$ cat config.mk
export PLATFORM = sky130hd
export DESIGN_NAME = rv64g_l2_probe_sched
export DESIGN_NICKNAME = d
export VERILOG_FILES = /design/src/rtl/rv64g_l2_pkg.sv /design/src/rtl/rv64g_l2_lowbit_enc.sv /design/src/rtl/rv64g_l2_probe_sched.sv
export SDC_FILE = /design/constraint.sdc
export NUM_CORES = 1
export LEC_CHECK = 0
export CAP_MARGIN = 15
export CELL_PAD_IN_SITES_DETAIL_PLACEMENT = 1
export CELL_PAD_IN_SITES_GLOBAL_PLACEMENT = 1
export CORE_MARGIN = 3
export CORE_UTILIZATION = 31
export DETAILED_ROUTE_END_ITERATION = 8
export PLACE_DENSITY = 0.95
export SYNTH_ARGS = -nofsm -noshare
export SYNTH_HDL_FRONTEND = slang
export SYNTH_SLANG_ARGS = --single-unit
$ cat constraint.sdc
create_clock -name clk_i -period 6.3 [get_ports clk_i]
set_input_delay 1.89 -clock clk_i [delete_from_list [all_inputs] [get_ports clk_i]]
set_output_delay 1.89 -clock clk_i [all_outputs]
set_load 0.02 [all_outputs]
$ cat src/rtl/rv64g_l2_pkg.sv
// rtl/rv64g_l2_pkg.sv - shared L2 coherence constants and types
// Purpose: TileLink opcode/cap encodings and the probe-scheduler state enum.
// Ports: none (package).
package rv64g_l2_pkg;

  localparam logic [2:0] TL_PROBE          = 3'd6;
  localparam logic [2:0] TL_PROBE_ACK      = 3'd4;
  localparam logic [2:0] TL_PROBE_ACK_DATA = 3'd5;

  localparam logic [1:0] CAP_TO_T = 2'd0;
  localparam logic [1:0] CAP_TO_B = 2'd1;
  localparam logic [1:0] CAP_TO_N = 2'd2;

  typedef enum logic [1:0] {
    PS_IDLE = 2'd0,
    PS_SEND = 2'd1,
    PS_WAIT = 2'd2,
    PS_DONE = 2'd3
  } probe_state_e;

endpackage

$ cat src/rtl/rv64g_l2_lowbit_enc.sv
// rtl/rv64g_l2_lowbit_enc.sv - lowest-set-bit priority encoder
// Purpose: returns the index of the lowest set bit of a vector and an any-bit flag.
// Ports:
//   i_vec  in  WIDTH  vector to scan
//   o_idx  out IDX_W  index of lowest set bit (0 when vector is empty)
//   o_any  out 1      vector has at least one bit set
module rv64g_l2_lowbit_enc #(
  parameter int WIDTH = 4,
  parameter int IDX_W = (WIDTH > 1) ? $clog2(WIDTH) : 1
) (
  input  logic [WIDTH-1:0] i_vec,
  output logic [IDX_W-1:0] o_idx,
  output logic             o_any
);

  // Scan from the top down so the last hit written is the lowest index.
  always_comb begin
    o_idx = '0;
    o_any = |i_vec;
    for (int i = WIDTH - 1; i >= 0; i--) begin
      if (i_vec[i]) o_idx = IDX_W'(i);
    end
  end

endmodule

$ cat src/rtl/rv64g_l2_probe_sched.sv
// rtl/rv64g_l2_probe_sched.sv - L2 probe scheduler: issues B-channel probes and tracks acks
// Purpose: serialises one Probe per targeted core and waits for every ProbeAck(Data).
// Ports:
//   clk_i, rst_i                      clock, async active-high reset
//   start_valid_i/ready_o/addr/mask/param  round request from the L2 FSM
//   b_opcode_o/param_o/address_o/dest_o/valid_o, b_ready_i  TileLink B channel
//   ack_valid_i/ack_id_i/ack_data_i   decoded ProbeAck/ProbeAckData from C channel
//   busy_o, pending_o, done_o, dirty_o, err_o  status toward the FSM
module rv64g_l2_probe_sched
  import rv64g_l2_pkg::*;
#(
  parameter int CORES  = 4,
  parameter int ADDR_W = 64,
  parameter int CID_W  = $clog2(CORES)
) (
  input  logic              clk_i,
  input  logic              rst_i,
  input  logic              start_valid_i,
  output logic              start_ready_o,
  input  logic [ADDR_W-1:0] start_addr_i,
  input  logic [CORES-1:0]  start_mask_i,
  input  logic [1:0]        start_param_i,
  output logic [2:0]        b_opcode_o,
  output logic [1:0]        b_param_o,
  output logic [ADDR_W-1:0] b_address_o,
  output logic [CID_W-1:0]  b_dest_o,
  output logic              b_valid_o,
  input  logic              b_ready_i,
  input  logic              ack_valid_i,
  input  logic [CID_W-1:0]  ack_id_i,
  input  logic              ack_data_i,
  output logic              busy_o,
  output logic [CORES-1:0]  pending_o,
  output logic              done_o,
  output logic              dirty_o,
  output logic              err_o
);

  localparam logic [CORES-1:0]  ONE_HOT0  = CORES'(1);
  localparam logic [ADDR_W-1:0] LINE_MASK = {{(ADDR_W-6){1'b1}}, 6'b0};

  probe_state_e      r_state;
  probe_state_e      w_state_nxt;
  logic [CORES-1:0]  r_to_send;
  logic [CORES-1:0]  r_pending;
  logic [ADDR_W-1:0] r_addr;
  logic [1:0]        r_param;
  logic              r_dirty;
  logic              r_err;

  logic [CID_W-1:0]  w_low_idx;
  logic              w_low_any;
  logic              w_accept;
  logic              w_hs;
  logic              w_ack_hit;
  logic              w_ack_err;
  logic [CORES-1:0]  w_hs_set;
  logic [CORES-1:0]  w_ack_clr;
  logic [CORES-1:0]  w_to_send_nxt;
  logic [CORES-1:0]  w_pending_nxt;

  rv64g_l2_lowbit_enc #(
    .WIDTH (CORES),
    .IDX_W (CID_W)
  ) u_lowbit (
    .i_vec (r_to_send),
    .o_idx (w_low_idx),
    .o_any (w_low_any)
  );

  assign w_accept = start_valid_i && (r_state == PS_IDLE);
  assign w_hs     = b_valid_o && b_ready_i;

  // The ack is judged against the pending set as it stood before this
  // cycle's handshake, so a same-core ack+handshake is an error.
  assign w_ack_hit = ack_valid_i && (r_state != PS_IDLE) && (int'(ack_id_i) < CORES)
                     && r_pending[ack_id_i];
  assign w_ack_err = ack_valid_i && !w_ack_hit;

  assign w_hs_set      = w_hs      ? (ONE_HOT0 << w_low_idx) : '0;
  assign w_ack_clr     = w_ack_hit ? (ONE_HOT0 << ack_id_i)  : '0;
  assign w_to_send_nxt = r_to_send & ~w_hs_set;
  assign w_pending_nxt = (r_pending & ~w_ack_clr) | w_hs_set;

  always_comb begin
    w_state_nxt = r_state;
    case (r_state)
      PS_IDLE: begin
        if (start_valid_i) w_state_nxt = (start_mask_i == '0) ? PS_DONE : PS_SEND;
      end
      PS_SEND: begin
        if (w_to_send_nxt == '0) w_state_nxt = (w_pending_nxt == '0) ? PS_DONE : PS_WAIT;
      end
      PS_WAIT: begin
        if (w_pending_nxt == '0) w_state_nxt = PS_DONE;
      end
      PS_DONE: w_state_nxt = PS_IDLE;
      default: w_state_nxt = PS_IDLE;
    endcase
  end

  always_ff @(posedge clk_i or posedge rst_i) begin
    if (rst_i) begin
      r_state   <= PS_IDLE;
      r_to_send <= '0;
      r_pending <= '0;
      r_addr    <= '0;
      r_param   <= '0;
      r_dirty   <= 1'b0;
      r_err     <= 1'b0;
    end else begin
      r_state <= w_state_nxt;
      r_err   <= w_ack_err;
      if (w_accept) begin
        r_addr    <= start_addr_i & LINE_MASK;
        r_param   <= (start_param_i == 2'd3) ? CAP_TO_N : start_param_i;
        r_to_send <= start_mask_i;
        r_pending <= '0;
        r_dirty   <= 1'b0;
      end else if (r_state != PS_IDLE) begin
        r_to_send <= w_to_send_nxt;
        r_pending <= w_pending_nxt;
        if (w_ack_hit && ack_data_i) r_dirty <= 1'b1;
      end
    end
  end

  assign start_ready_o = (r_state == PS_IDLE);
  assign busy_o        = (r_state != PS_IDLE);
  assign b_valid_o     = (r_state == PS_SEND) && w_low_any;
  assign b_dest_o      = w_low_idx;
  assign b_opcode_o    = TL_PROBE;
  assign b_param_o     = r_param;
  assign b_address_o   = r_addr;
  assign pending_o     = r_pending;
  assign done_o        = (r_state == PS_DONE);
  assign dirty_o       = done_o && r_dirty;
  assign err_o         = r_err;

endmodule

==> load_flow_metrics.sql, run 1 <==
INSERT INTO impl_metrics (metric_group, metric, value, unit) VALUES
('run_status', 'outcome', 'completed', ''),
('pwr', 'power', '2.518', 'mW'),
('grt', 'largest_net_degree_at_the_start_of_global_routing', '63', ''),
('worst_setup_path', 'path_delay_family', 'simple AND/OR/NAND/NOR gates', ''),
('placement', 'io_buffer_count', '143', ''),
('pwr', 'vdd.ir_drop.worst', '0.2138', 'mV'),
('yosys', 'synth-edff-count', '0', ''),
('clock_tree', 'tritoncts_clock_tree', 'yes', ''),
('clock_tree', 'cts-root-to-sink-buffers', '2', ''),
('clock_tree', 'clock_tree.root_cell', 'clkbuf_8', ''),
('floorplan', 'die_height', '108.1', 'um'),
('routing', 'detail_route.first_pass.iterations', '4', ''),
('clock_tree', 'cts_hold_buf', '0', ''),
('yosys', 'ys_async_sr_fraction', '1.000', ''),
('min_path', 'min_delay_path_depth', '2', ''),
('routing', 'drtAntennaViolNets', '0', ''),
('layout', 'areaGrowthSynthToFinish', '52.98', '%'),
('yosys', 'synth_top_cell_area_share', '0.5573', ''),
('worst_setup_path', 'reg2reg_slack', '3770', 'ps'),
('layout', 'antennaDiodeCount', '0', ''),
('placement', 'placedInstanceArea', '4738', 'um2'),
('clock_tree', 'insertion_delay', '330', 'ps'),
('yosys', 'synthesis.area_per_instance', '9.006', 'um2'),
('timing', 'achievable-frequency', '0.2481', 'GHz'),
('grt', 'grt_remaining_overflow', '0', ''),
('clock_tree', 'clkSlewWorstSetupHoldPaths', '80', 'ps'),
('worst_setup_path', 'worst-path-buf-inv', '1', ''),
('timing', 'final_critical_path_setup_slack', '2269', 'ps'),
('grt', 'antenna_violations_before_repair', '0', ''),
('job', 'max-cap-violations', '0', ''),
('worst_setup_path', 'worst_r2r_startpoint', 'r_state[0]$_DFFE_PP0P_', ''),
('routing', 'drcViolationCount', '0', ''),
('floorplan', 'initial_util', '0.3248', ''),
('placement', 'dp.cells', '620', ''),
('worst_setup_path', 'path_cells', 'or4_4, and2_2, clkdlybuf4s50_1', ''),
('worst_setup_path', 'reg2regPathDepth', '6', ''),
('placement', 'place_ws', '2364', 'ps'),
('layout', 'layout-drive-gt1-share', '0.06944', ''),
('worst_setup_path', 'critPathRequiredTime', '4410', 'ps'),
('grt', 'first_global_vias', '3116', ''),
('timing', 'finalMaxSlewViolations', '0', ''),
('clock_tree', 'htree_depth', '3', ''),
('yosys', 'netlist_area', '3233', 'um2'),
('grt', 'wire_length_of_the_first_global_routing_pass', '15.65', 'mm'),
('placement', 'final_wtd_congestion', '0.7672', ''),
('worst_setup_path', 'critical_path.startpoint_type', 'flop', ''),
('worst_setup_path', 'slowest_delay', '580', 'ps'),
('yosys', 'post_synth_num_cell_types', '44', ''),
('layout', 'final_core_utilization', '0.4969', ''),
('yosys', 'post-synth-top-area-cell', 'dfrtp_1', ''),
('yosys', 'flops_latches_synth', '72', ''),
('layout', 'final_design_area_no_fill', '4946', 'um2'),
('yosys', 'synth.yosys.seq_area_share', '0.5573', ''),
('routing', 'totalWireLength', '9.853', 'mm'),
('min_path', 'holdPathEnd', 'b_address_o[51]$_DFFE_PP0P_', ''),
('timing', 'final.setup.tns', '0', 'ps'),
('routing', 'vias_per_cell', '4.554', ''),
('floorplan', 'ios', '159', ''),
('pwr', 'p_leak', '2.341', 'nW'),
('worst_setup_path', 'timing.critical_path.fanout_max', '10', ''),
('min_path', 'holdCritPathClass', 'reg2reg', ''),
('layout', 'fin_cells', '637', ''),
('timing', 'clock-skew-final', '16.12', 'ps'),
('worst_setup_path', 'crit_slowest_cell', 'or4_4', ''),
('timing', 'report.final.setup_viol', '0', ''),
('placement', 'dpl_wire_length', '7.454', 'mm'),
('yosys', 'netlist_instances', '359', ''),
('worst_setup_path', 'rr_endpoint', 'r_to_send[1]$_DFFE_PP0P_', ''),
('yosys', 'yosys_most_used_dff', 'dfrtp_1', ''),
('min_path', 'min_from', 'b_address_o[51]$_DFFE_PP0P_', ''),
('yosys', 'synth-warning-count', '0', '');
[cells in the mapped netlist, drive strengths merged, types with 3 or more instances]
| cell | n |
|---|---|
| nor2 | 10 |
| a21oi | 5 |
| nand2 | 185 |
| nor3 | 3 |
| a22o | 5 |
| mux2i | 3 |
| inv | 7 |
| ha | 5 |
| dfrtp | 72 |
| buf | 12 |
| nor2b | 3 |
| o21ai | 6 |
| a31o | 3 |
| clkbuf | 12 |
[cells in the final DEF, fill, tap and decap left out, types with 2 or more instances in the layout]
cell type	synthesis	routed
nor3_1	3	3
nor4_1	2	2
nor2_1	10	9
nand2b_1	2	2
nor2b_1	3	3
a31oi_1	2	2
ha_1	5	5
o21ai_0	5	5
clkbuf_8	0	10
a31o_1	2	2
inv_1	6	5
conb_1	2	9
buf_4	9	2
dfrtp_1	72	72
clkdlybuf4s50_1	0	143
mux2i_1	3	3
nand2_1	185	184
a21oi_1	4	4
inv_2	1	2
nor3b_1	2	2
inv_6	0	2
a22o_1	5	5
[logic make-up (layout without fill, tap and decap cells)]
family,after synthesis,count (layout),share of synthesized area
and+or+nand+nor,217,217,0.2783
buffers and inverters,31,169,0.05262
other,2,9,0.002323
muxes,4,4,0.01625
AOI/OAI and AO/OA,28,28,0.07392
adders and majority gates,5,5,0.01935
DFF,72,72,0.5573
[worst max-delay path by stage]
stage	from	endpoint	slack, ps	cells past startpoint
global placement	start_valid_i	pending_o[1]$_DFFE_PP0P_	2380	4
global route	r_state[0]$_DFFE_PP0P_	busy_o	2110	4
detailed placement	start_valid_i	pending_o[1]$_DFFE_PP0P_	2360	4
finish	r_to_send[0]$_DFFE_PP0P_	b_valid_o	2270	3
CTS	r_state[0]$_DFFE_PP0P_	busy_o	2230	4
floorplan	rst_i	b_address_o[10]$_DFFE_PP0P_	2590	1
[layer usage]
metal  vias up  track usage  wire [um]
met4         0      0.06041        283
met2       100       0.3015       5090
met3        18      0.03403        516
li1       1395            -          -
met5         -            0          0
met1      1388       0.1992       3962
[area by class of cell]
type / count / area, um2
clock buffers: 11 / 141.4
inverters: 7 / 26.28
flip-flops and latches: 72 / 1802
fillers: 1145 / 5009
repair buffers: 146 / 1474
well taps: 133 / 166.4
clock inverters: 5 / 38.79
multi-input cells: 263 / 1297
[flip-flops by register name (all words and copies together) (netlist names)]
register / count
b_address_o: 58
b_param_o: 2
err_o: 1
pending_o: 4
r_dirty: 1
r_state: 2
r_to_send: 4
[worst register-to-register path, cell delays in order, from the launching register on]
cell and delay (ps):
dfrtp_1 420, inv_1 180, ha_1 480, inv_2 170
nor2_4 510, buf_4 480, a22o_1 230
[power breakdown]
part           internal (mW)  switching, mW  total (mW)
sequential             0.677          0.146       0.823
combinational          0.622          0.741        1.36
clock                  0.157          0.176       0.333
Power figures use the tool's default switching activity.
==> run 2: changes to the inputs <==
CORE_UTILIZATION = 26   (was 31)
PLACE_DENSITY = 0.87   (was 0.95)
clock period = 3.4 ns   (was 6.3 ns; I/O delays follow)
==> load_flow_metrics.sql, run 2 (synthesis gave the netlist of run 1 again) <==
INSERT INTO impl_metrics (metric_group, metric, value, unit) VALUES
('grt', 'antenna_violations_before_repair', '0', ''),
('pwr', 'power', '4.992', 'mW'),
('timing', 'finalHoldViolCount', '0', ''),
('floorplan', 'core', '12060', 'um2'),
('routing', 'dr.first_iter.drc_count', '152', ''),
('clock_tree', 'cts-root-to-sink-buffers', '2', ''),
('worst_setup_path', 'critical_path.startpoint_type', 'flop', ''),
('pwr', 'powerDensity', '976.1', 'nW/um2'),
('worst_setup_path', 'crit_slowest_cell', 'clkdlybuf4s50_1', ''),
('timing', 'rsz0062_at_grt', 'false', ''),
('clock_tree', 'cts_repair_resize_count', '0', ''),
('timing', 'clock-skew-final', '6.965', 'ps'),
('layout', 'areaGrowthSynthToFinish', '58.17', '%'),
('floorplan', 'fp.dieW', '117.5', 'um'),
('grt', 'wire_length_of_the_first_global_routing_pass', '16.46', 'mm'),
('worst_setup_path', 'critPathRequiredTime', '2380', 'ps'),
('layout', 'largest_reg_flops', '58', ''),
('routing', 'totalWireLength', '10.03', 'mm'),
('placement', 'dpl_wire_length', '7.527', 'mm'),
('layout', 'layout.cells.most_common_list', 'nand2_1, clkdlybuf4s50_1, dfrtp_1', ''),
('worst_setup_path', 'timing.critical_path.fanout_max', '13', ''),
('clock_tree', 'htree_depth', '3', ''),
('routing', 'drcViolationCount', '0', ''),
('routing', 'detail_route.first_pass.iterations', '4', ''),
('routing', 'vias_per_cell', '4.398', ''),
('grt', 'groute.usage.overall', '0.1475', ''),
('clock_tree', 'clock_tree.root_cell', 'clkbuf_16', ''),
('worst_setup_path', 'slowest_delay', '580', 'ps'),
('clock_tree', 'insertion_delay', '330', 'ps'),
('worst_setup_path', 'worst_r2r_startpoint', 'r_state[0]$_DFFE_PP0P_', ''),
('pwr', 'vdd.ir_drop.worst', '0.2816', 'mV'),
('timing', 'achievable-frequency', '0.3115', 'GHz'),
('worst_setup_path', 'crit_start', 'r_state[0]$_DFFE_PP0P_', ''),
('layout', 'finish.net_count', '584', ''),
('worst_setup_path', 'cp.depth', '4', ''),
('grt', 'first_global_vias', '3175', ''),
('pwr', 'p_leak', '2.407', 'nW'),
('timing', 'tightestPinTransition', '540.5', 'ps'),
('clock_tree', 'cts_made_buffers', '9', ''),
('floorplan', 'die_height', '117.5', 'um'),
('worst_setup_path', 'path_delay_family', 'buffers and inverters', ''),
('worst_setup_path', 'worst_setup_path_end_kind', 'output pin', ''),
('layout', 'fillCellCount', '1410', ''),
('floorplan', 'floorplan.die_area', '13810', 'um2'),
('timing', 'report.final.setup_viol', '0', ''),
('layout', 'final_core_utilization', '0.4240', ''),
('worst_setup_path', 'worst-path-buf-inv', '3', ''),
('worst_setup_path', 'path_cells', 'inv_1, ha_1, inv_2, clkdlybuf4s50_1', ''),
('placement', 'placedInstanceArea', '4817', 'um2'),
('timing', 'finalMaxSlewViolations', '0', ''),
('worst_setup_path', 'rr_endpoint', 'r_state[1]$_DFFE_PP0P_', ''),
('routing', 'drtAntennaViolNets', '0', ''),
('timing', 'max_slew_margin', '0.6397', ''),
('layout', 'layout-drive-gt1-share', '0.07510', ''),
('clock_tree', 'cts_sinks', '72', ''),
('worst_setup_path', 'worstSetupEndpoint', 'busy_o', ''),
('placement', 'io_buffer_count', '143', ''),
('routing', 'drt-wirelength-per-cell', '14.88', 'um'),
('worst_setup_path', 'reg2regPathDepth', '7', ''),
('grt', 'largest_net_degree_at_the_start_of_global_routing', '41', ''),
('timing', 'final.setup.tns', '0', 'ps'),
('layout', 'most_common_cell_after_layout_fill_and_taps_aside', 'nand2_1', ''),
('clock_tree', 'cts_setup_buffers', '0', ''),
('worst_setup_path', 'criticalPathCategory', 'reg2out', ''),
('floorplan', 'initial_util', '0.2680', ''),
('layout', 'antennaDiodeCount', '0', ''),
('job', 'max-cap-violations', '0', ''),
('placement', 'final_wtd_congestion', '0.7922', ''),
('floorplan', 'ios', '159', ''),
('clock_tree', 'tritoncts_clock_tree', 'yes', ''),
('min_path', 'holdCritPathClass', 'reg2reg', ''),
('layout', 'multi_input_comb_area', '1297', 'um2'),
('grt', 'grt_remaining_overflow', '0', ''),
('worst_setup_path', 'reg2reg_slack', '1090', 'ps'),
('clock_tree', 'cts_hold_buf', '0', ''),
('clock_tree', 'clkSlewWorstSetupHoldPaths', '60', 'ps'),
('layout', 'final_design_area_no_fill', '5114', 'um2'),
('floorplan', 'row_count', '40', ''),
('layout', 'layout.area.seq', '1802', 'um2'),
('worst_setup_path', 'data_arrival_at_the_endpoint_of_the_critical_path', '2190', 'ps'),
('run_status', 'outcome', 'completed', ''),
('timing', 'timing.final.crit_share', '0.9441', ''),
('timing', 'finalWorstPathRequiredPeriod', '3210', 'ps'),
('routing', 'num_vias', '2964', '');
## run 2: cell types whose count changed in the layout (fill, tap and decap cells not counted), sizes merged
cell / before / now
buf: 3 / 5
bufinv: 0 / 1
clkbuf: 11 / 9
clkinv: 2 / 5
clkinvlp: 1 / 0
inv: 9 / 8
## run 2: metal layers
layer | global-route usage | vias up | routed length, um | part of all wire
met3 | 0.03075 | 15 | 525 | 0.052
li1 | - | 1406 | - | -
met2 | 0.2569 | 97 | 5153 | 0.51
met5 | 0 | - | 0 | 0
met1 | 0.1722 | 1446 | 4099 | 0.41
met4 | 0.07399 | 0 | 253 | 0.025
## run 2: how the worst min path moves through the flow
stage / to / slack, ps / start / cells after the start
final: b_address_o[28]$_DFFE_PP0P_ / 480 / b_address_o[28]$_DFFE_PP0P_ / 2
after global routing: b_address_o[19]$_DFFE_PP0P_ / 500 / b_address_o[19]$_DFFE_PP0P_ / 2
after CTS: b_address_o[36]$_DFFE_PP0P_ / 480 / b_address_o[36]$_DFFE_PP0P_ / 2
after detailed placement: b_address_o[41]$_DFFE_PP0P_ / 470 / b_address_o[41]$_DFFE_PP0P_ / 2
after global placement: b_param_o[1]$_DFFE_PP0P_ / 460 / b_param_o[1]$_DFFE_PP0P_ / 2
after floorplan: r_dirty$_DFFE_PP0P_ / 460 / r_dirty$_DFFE_PP0P_ / 2
## run 2: area by class of cell
type,instances,share of cell area
flip-flops and latches,72,0.3523
clock buffers,9,0.04404
well taps,168,0.04111
clock inverters,7,0.01395
multi-input cells,263,0.2537
repair buffers,148,0.2897
inverters,7,0.005138
## run 2: power breakdown
group	switching (mW)	internal, mW	total (mW)
Clock	0.369	0.569	0.938
Sequential	0.274	1.26	1.53
Combinational	1.37	1.15	2.52
Total	2.01	2.98	4.99
## run 2: worst register-to-register path: cells and delay by family (launching register included)
kind                     cells  cell delay, ps
AND/OR/NAND/NOR              1             350
flip-flops                   1             410
AO/OA/AOI/OAI                3             750
multiplexers                 1             200
buffers and inverters        1             140
adder cells (fa/ha/maj)      1             400
## run 2: per-stage QoR
stage	hold slack [ps]	std cells	worst slack [ps]
2_1_floorplan	455.0	366	555.1
3_3_place_gp	456.2	658	565.7
3_5_place_dp	465.6	658	503.2
4_1_cts	480.7	674	172.5
5_1_grt	504.4	674	62.90
6_report	475.1	674	190.0
==> variant 1, RTL diff (config.mk and constraints of run 2) <==
The parameter `CORES` goes from 4 to 2.
--- a/src/rtl/rv64g_l2_probe_sched.sv
+++ b/src/rtl/rv64g_l2_probe_sched.sv
@@ -10,5 +10,5 @@
   import rv64g_l2_pkg::*;
 #(
-  parameter int CORES  = 4,
+  parameter int CORES  = 2,
   parameter int ADDR_W = 64,
   parameter int CID_W  = $clog2(CORES)
Interface: changed (resized ack_id_i, b_dest_o, pending_o and start_mask_i); port bits go from 159 to 153. The function was not compared with the original's and may differ.
==> variant 1 against run 2 <==
  * Sequential cell count decreased by 4
  * First-iteration DRC count decreased by 67%
  * Global-route usage shrank 1.9 points
  * Clock skew grew 0.0049 ns
  * Count of clock-buffer cells in the layout rose by 3
  * Wire length shrank 21%
  * Setup slack lost 0.036 ns
  * Cell area shrank 11%
  * Sequential share of layout area up 2.1 points
  * Total power shrank 14%
  * Synthesized area shrank 10%
  * Critical path type unchanged
  * Largest cell class unchanged
  * Largest power group unchanged
==> variant 1: results (changes against run 2) <==
Reg-to-reg endpoint = b_address_o[55] (was r_state[1])
Synth cell count leaders = 68 x dfrtp_1, 36 x mux2_2, 23 x mux2_1 (was 185 x nand2_1, 72 x dfrtp_1, 12 x clkbuf_1)
Status = complete, no violations (unchanged)
Synth cell types = 30 (was 44)
GR Util met3 = 0.0549 (was 0.0308)
Leakage Power = 1.91 nW (was 2.41 nW)
Wire length on met3 = 612 um (was 525 um)
Layout cells sized above 1 = 0.159 (was 0.0751)
Vias in the first global route = 2476 (was 3175)
Placed cell count = 467 (was 658)
Max IR drop VDD = 437 uV (was 282 uV)
Routability cong. = 0.729 (was 0.792)
Initial DRC Count = 50 (was 152)
GRT Overall Usage = 0.128 (was 0.147)
Largest net degree at the start of global routing = 63 (was 41)
Met2 usage = 0.232 (was 0.257)
Arr. time, crit path = 2.23 ns (was 2.19 ns)
Via/cell ratio = 4.45 (was 4.40)
Internal power = 2.71 mW (was 2.98 mW)
DR WL/cell = 16.4 um (was 14.9 um)
Least-Margin Pin Slew = 0.835 ns (was 0.540 ns)
Grt met1 use = 0.138 (was 0.172)
Hold Path Depth = 1 (was 2)
Syn avg cell area = 14.4 um^2 (was 9.01 um^2)
Switch share = 0.372 (was 0.404)
Area contributors post-synth = dfrtp_1 59%, mux2_2 14%, mux2_1 8.9%, buf_4 3.6%, ha_1 2.2% (was dfrtp_1 56%, nand2_1 21%, buf_4 2.1%, ha_1 1.9%, clkbuf_1 1.4%)
Worst r2r path cells = 4 (was 7)
Metal-1 WL = 3.04 mm (was 4.10 mm)
Worst hold start = r_dirty (was b_address_o[28])
R2r setup slk = 0.93 ns (was 1.09 ns)
WL final = 7.94 mm (was 10.0 mm)
WL met2 = 4.23 mm (was 5.15 mm)
## variant 1: changes by cell type in the layout (fill, tap and decap cells not counted), sizes merged, moves of 4 or more
cell                  run 2  this run
a21oi                     5         1
clkinv                    5         1
nand2                   185         8
buf                       5         1
mux2                      0        59
nor2                     10         4
clkdlybuf4s50           143       137
dfrtp                    72        68
## variant 1: power by group through the flow
| stage | registers [mW] | logic (mW) | clock network, mW |
|---|---|---|---|
| floorplan | 1.89 | 0.748 | 0 |
| global placement | 1.42 | 2.21 | 0 |
| detailed placement | 1.46 | 2.28 | 0 |
| CTS | 1.44 | 2.29 | 0.673 |
| global route | 1.49 | 2.40 | 0.703 |
| finish | 1.43 | 2.25 | 0.632 |
## variant 1: kinds of logic (layout without fill, tap and decap cells)
group                    Yosys count  after routing  share of synthesized area
AO/OA/AOI/OAI                     19             19                     0.0509
multiplexers                      62             62                      0.239
adder cells (fa/ha/maj)            5              5                     0.0216
flip-flops                        68             68                      0.587
other                              2              9                    0.00259
buffers and inverters             21            159                     0.0462
AND/OR/NAND/NOR                   25             25                     0.0526
## variant 1: metrics by stage
step,worst slack (ns),utilization,hold WS (ns),instance area (um^2)
after floorplan,0.668,-,0.457,2930
after CTS,0.112,0.430,0.500,4560
after global placement,0.612,0.412,0.467,4370
after global routing,0.0494,0.430,0.520,4560
after detailed placement,0.476,0.412,0.482,4370
final,0.154,0.430,0.491,4560
## variant 1: area by class of cell
type | instances | area, um^2
fill | 1151 | 6040
sequential | 68 | 1700
timing repair buffer | 138 | 1390
multi-input combinational | 120 | 1090
tap | 136 | 170
clock buffer | 12 | 135
clock inverter | 4 | 50.0
inverter | 5 | 18.8
## variant 1: critical path: stages (launching register included)
cell and delay, ns:
dfrtp_1 0.42, inv_1 0.18, ha_1 0.58, clkdlybuf4s50_1 0.72
==> variant 2, RTL diff (config.mk and constraints of run 2) <==
Made on the original files. Put one more register stage on the output `err_o`, with the module's reset. The value now appears one clock later. The other outputs are not delayed to match.
--- a/src/rtl/rv64g_l2_probe_sched.sv
+++ b/src/rtl/rv64g_l2_probe_sched.sv
@@ -136,5 +136,11 @@
   assign done_o        = (r_state == PS_DONE);
   assign dirty_o       = done_o && r_dirty;
-  assign err_o         = r_err;
+  always_ff @(posedge clk_i or posedge rst_i) begin
+    if (rst_i) begin
+      err_o <= '0;
+    end else begin
+      err_o <= r_err;
+    end
+  end
 
 endmodule
Check against the original RTL: not equivalent (Yosys sat finds a counterexample within 4 cycles, from zero or initial values and one cycle with rst_i high).
==> variant 2 against run 2 <==
  * Clock power down 5.9%
  * Wire length up 0.16%
  * Combinational power down 6%
  * Synthesized area down 0.35%
  * Maximum frequency up 3.2%
  * Sequential power about the same
  * Setup slack better by 0.099 ns
  * Sequential cell count up 1
  * Clock skew down 0.0031 ns
  * Total power down 3.9%
  * Via count down 0.30%
  * Cell area down 0.37%
==> variant 2: results (changes against run 2) <==
Via/cell ratio = 4.36 (was 4.40)
P_sw = 1.92 mW (was 2.01 mW)
Max IR drop VDD = 400 uV (was 282 uV)
Sequential cell area fraction in the yosys report = 0.567 (was 0.557)
FFs w/ async S/R, synth = 1.00 (unchanged)
Status = complete, no violations (unchanged)
GR Util met3 = 0.0391 (was 0.0308)
H-tree depth = 3 (unchanged)
Least-Margin Pin Slew = 0.699 ns (was 0.540 ns)
Postcts setup bufs = 0 (unchanged)
Vias in the first global route = 3252 (was 3175)
Synth Area in Adders = 0.0194 (was 0.0193)
Synth cell count leaders = 190 x nand2_1, 73 x dfrtp_1, 10 x buf_4, 10 x nor2_1, 9 x clkbuf_1 (was 185 x nand2_1, 72 x dfrtp_1, 12 x clkbuf_1)
Layout cells sized above 1 = 0.0530 (was 0.0751)
Fillers = 1422 (was 1410)
Core Util, Final = 0.422 (was 0.424)
DP Wirelength = 7.50 mm (was 7.53 mm)
Post-synth top flop = dfrtp_1 (unchanged)
Comb power = 2.38 mW (was 2.52 mW)
Reg clk slew, reported paths = 0.05 ns
Synth cell types = 37 (was 44)
Largest net degree at the start of global routing = 40 (was 41)
Final #Nets = 587 (was 584)
Clk pwr share = 0.184 (was 0.188)
Worst-Skew Late Latency = 0.33 ns (about the same)
Compound-cell area share of the yosys netlist = 0.0645 (was 0.0739)
Initial DRC Count = 91 (was 152)
Setup WS pre-CTS = 0.626 ns (was 0.503 ns)
Met2 usage = 0.256 (was 0.257)
TritonRoute pass-1 iters = 4 (unchanged)
First-pass GRT wire length = 16.7 mm (was 16.5 mm)
Setup Skew = 0.00387 ns (was 0.00696 ns)
CP max FO = 13 (unchanged)
Cell Area, Placed = 4820 um^2 (about the same)
Post-Synth XOR/XNOR Area = 0 (unchanged)
Pwr dens = 941 nW/um^2 (was 976 nW/um^2)
Placed cell count = 661 (was 658)
Arr. time, crit path = 2.09 ns (was 2.19 ns)
Area contributors post-synth = dfrtp_1 57%, nand2_1 22%, buf_4 2.3%, ha_1 1.9%, nor2_1 1.2% (was dfrtp_1 56%, nand2_1 21%, buf_4 2.1%, ha_1 1.9%, clkbuf_1 1.4%)
Slowest-stage cell, CP = clkdlybuf4s50_1 (unchanged)
Mux contribution to synthesized area = 0.0132 (was 0.0163)
WL final = 10.0 mm (about the same)
Leakage Power = 2.39 nW (was 2.41 nW)
Post-synthesis cell count = 365 (was 359)
GRT Overall Usage = 0.150 (was 0.147)
DR WL/cell = 14.8 um (was 14.9 um)
Routability cong. = 0.848 (was 0.792)
Largest delay share family, worst path = buffers and inverters (unchanged)
Grt met1 use = 0.181 (was 0.172)
Initial antenna violation count = 0 (unchanged)
CP peak stage delay = 0.70 ns (was 0.58 ns)
Max reg flops = 58 (unchanged)
[variant 2: cell count changes in the layout (fill, tap and decap cells not counted), sizes merged, moves of 3 or more]
| cell | run 2 | this run |
|---|---|---|
| clkbuf | 9 | 14 |
| nand2 | 185 | 190 |
| o21ai | 6 | 10 |
| a31o | 3 | 0 |
| clkinv | 5 | 2 |
| inv | 8 | 5 |
| nand3b | 0 | 3 |
[variant 2: final timing paths]
check | slack, ns | to | startpoint | cells after the start
max in group asynchronous | 1.68 | b_address_o[14] | rst_i | 3
max reg2reg | 1.19 | b_address_o[14] | r_state[0] | 6
max | 0.29 | start_ready_o | r_state[0] | 3
min | 0.36 | err_o | r_err | 0
min in group asynchronous | 1.08 | b_address_o[57] | rst_i | 2
min reg2reg | 0.36 | err_o | r_err | 0
[variant 2: layout make-up]
type | count | share of cell area
clock inverter | 2 | 0.00246
timing repair buffer | 147 | 0.294
multi-input combinational | 267 | 0.247
tap | 168 | 0.0413
sequential | 73 | 0.359
inverter | 6 | 0.00467
clock buffer | 14 | 0.0518
[variant 2: per-layer routing]
layer | part of all wire | wire length (um)
met5 | 0 | 0
met4 | 0.021 | 206
met3 | 0.059 | 595
met2 | 0.49 | 4960
met1 | 0.43 | 4280
[variant 2: kinds of logic (layout without fill, tap and decap cells)]
| kind of cell | Yosys count | count (layout) |
|---|---|---|
| AND/OR/NAND/NOR | 222 | 222 |
| adder cells (fa/ha/maj) | 5 | 5 |
| flip-flops | 73 | 73 |
| other | 2 | 9 |
| AO/OA/AOI/OAI | 28 | 28 |
| buffers and inverters | 32 | 169 |
| multiplexers | 3 | 3 |
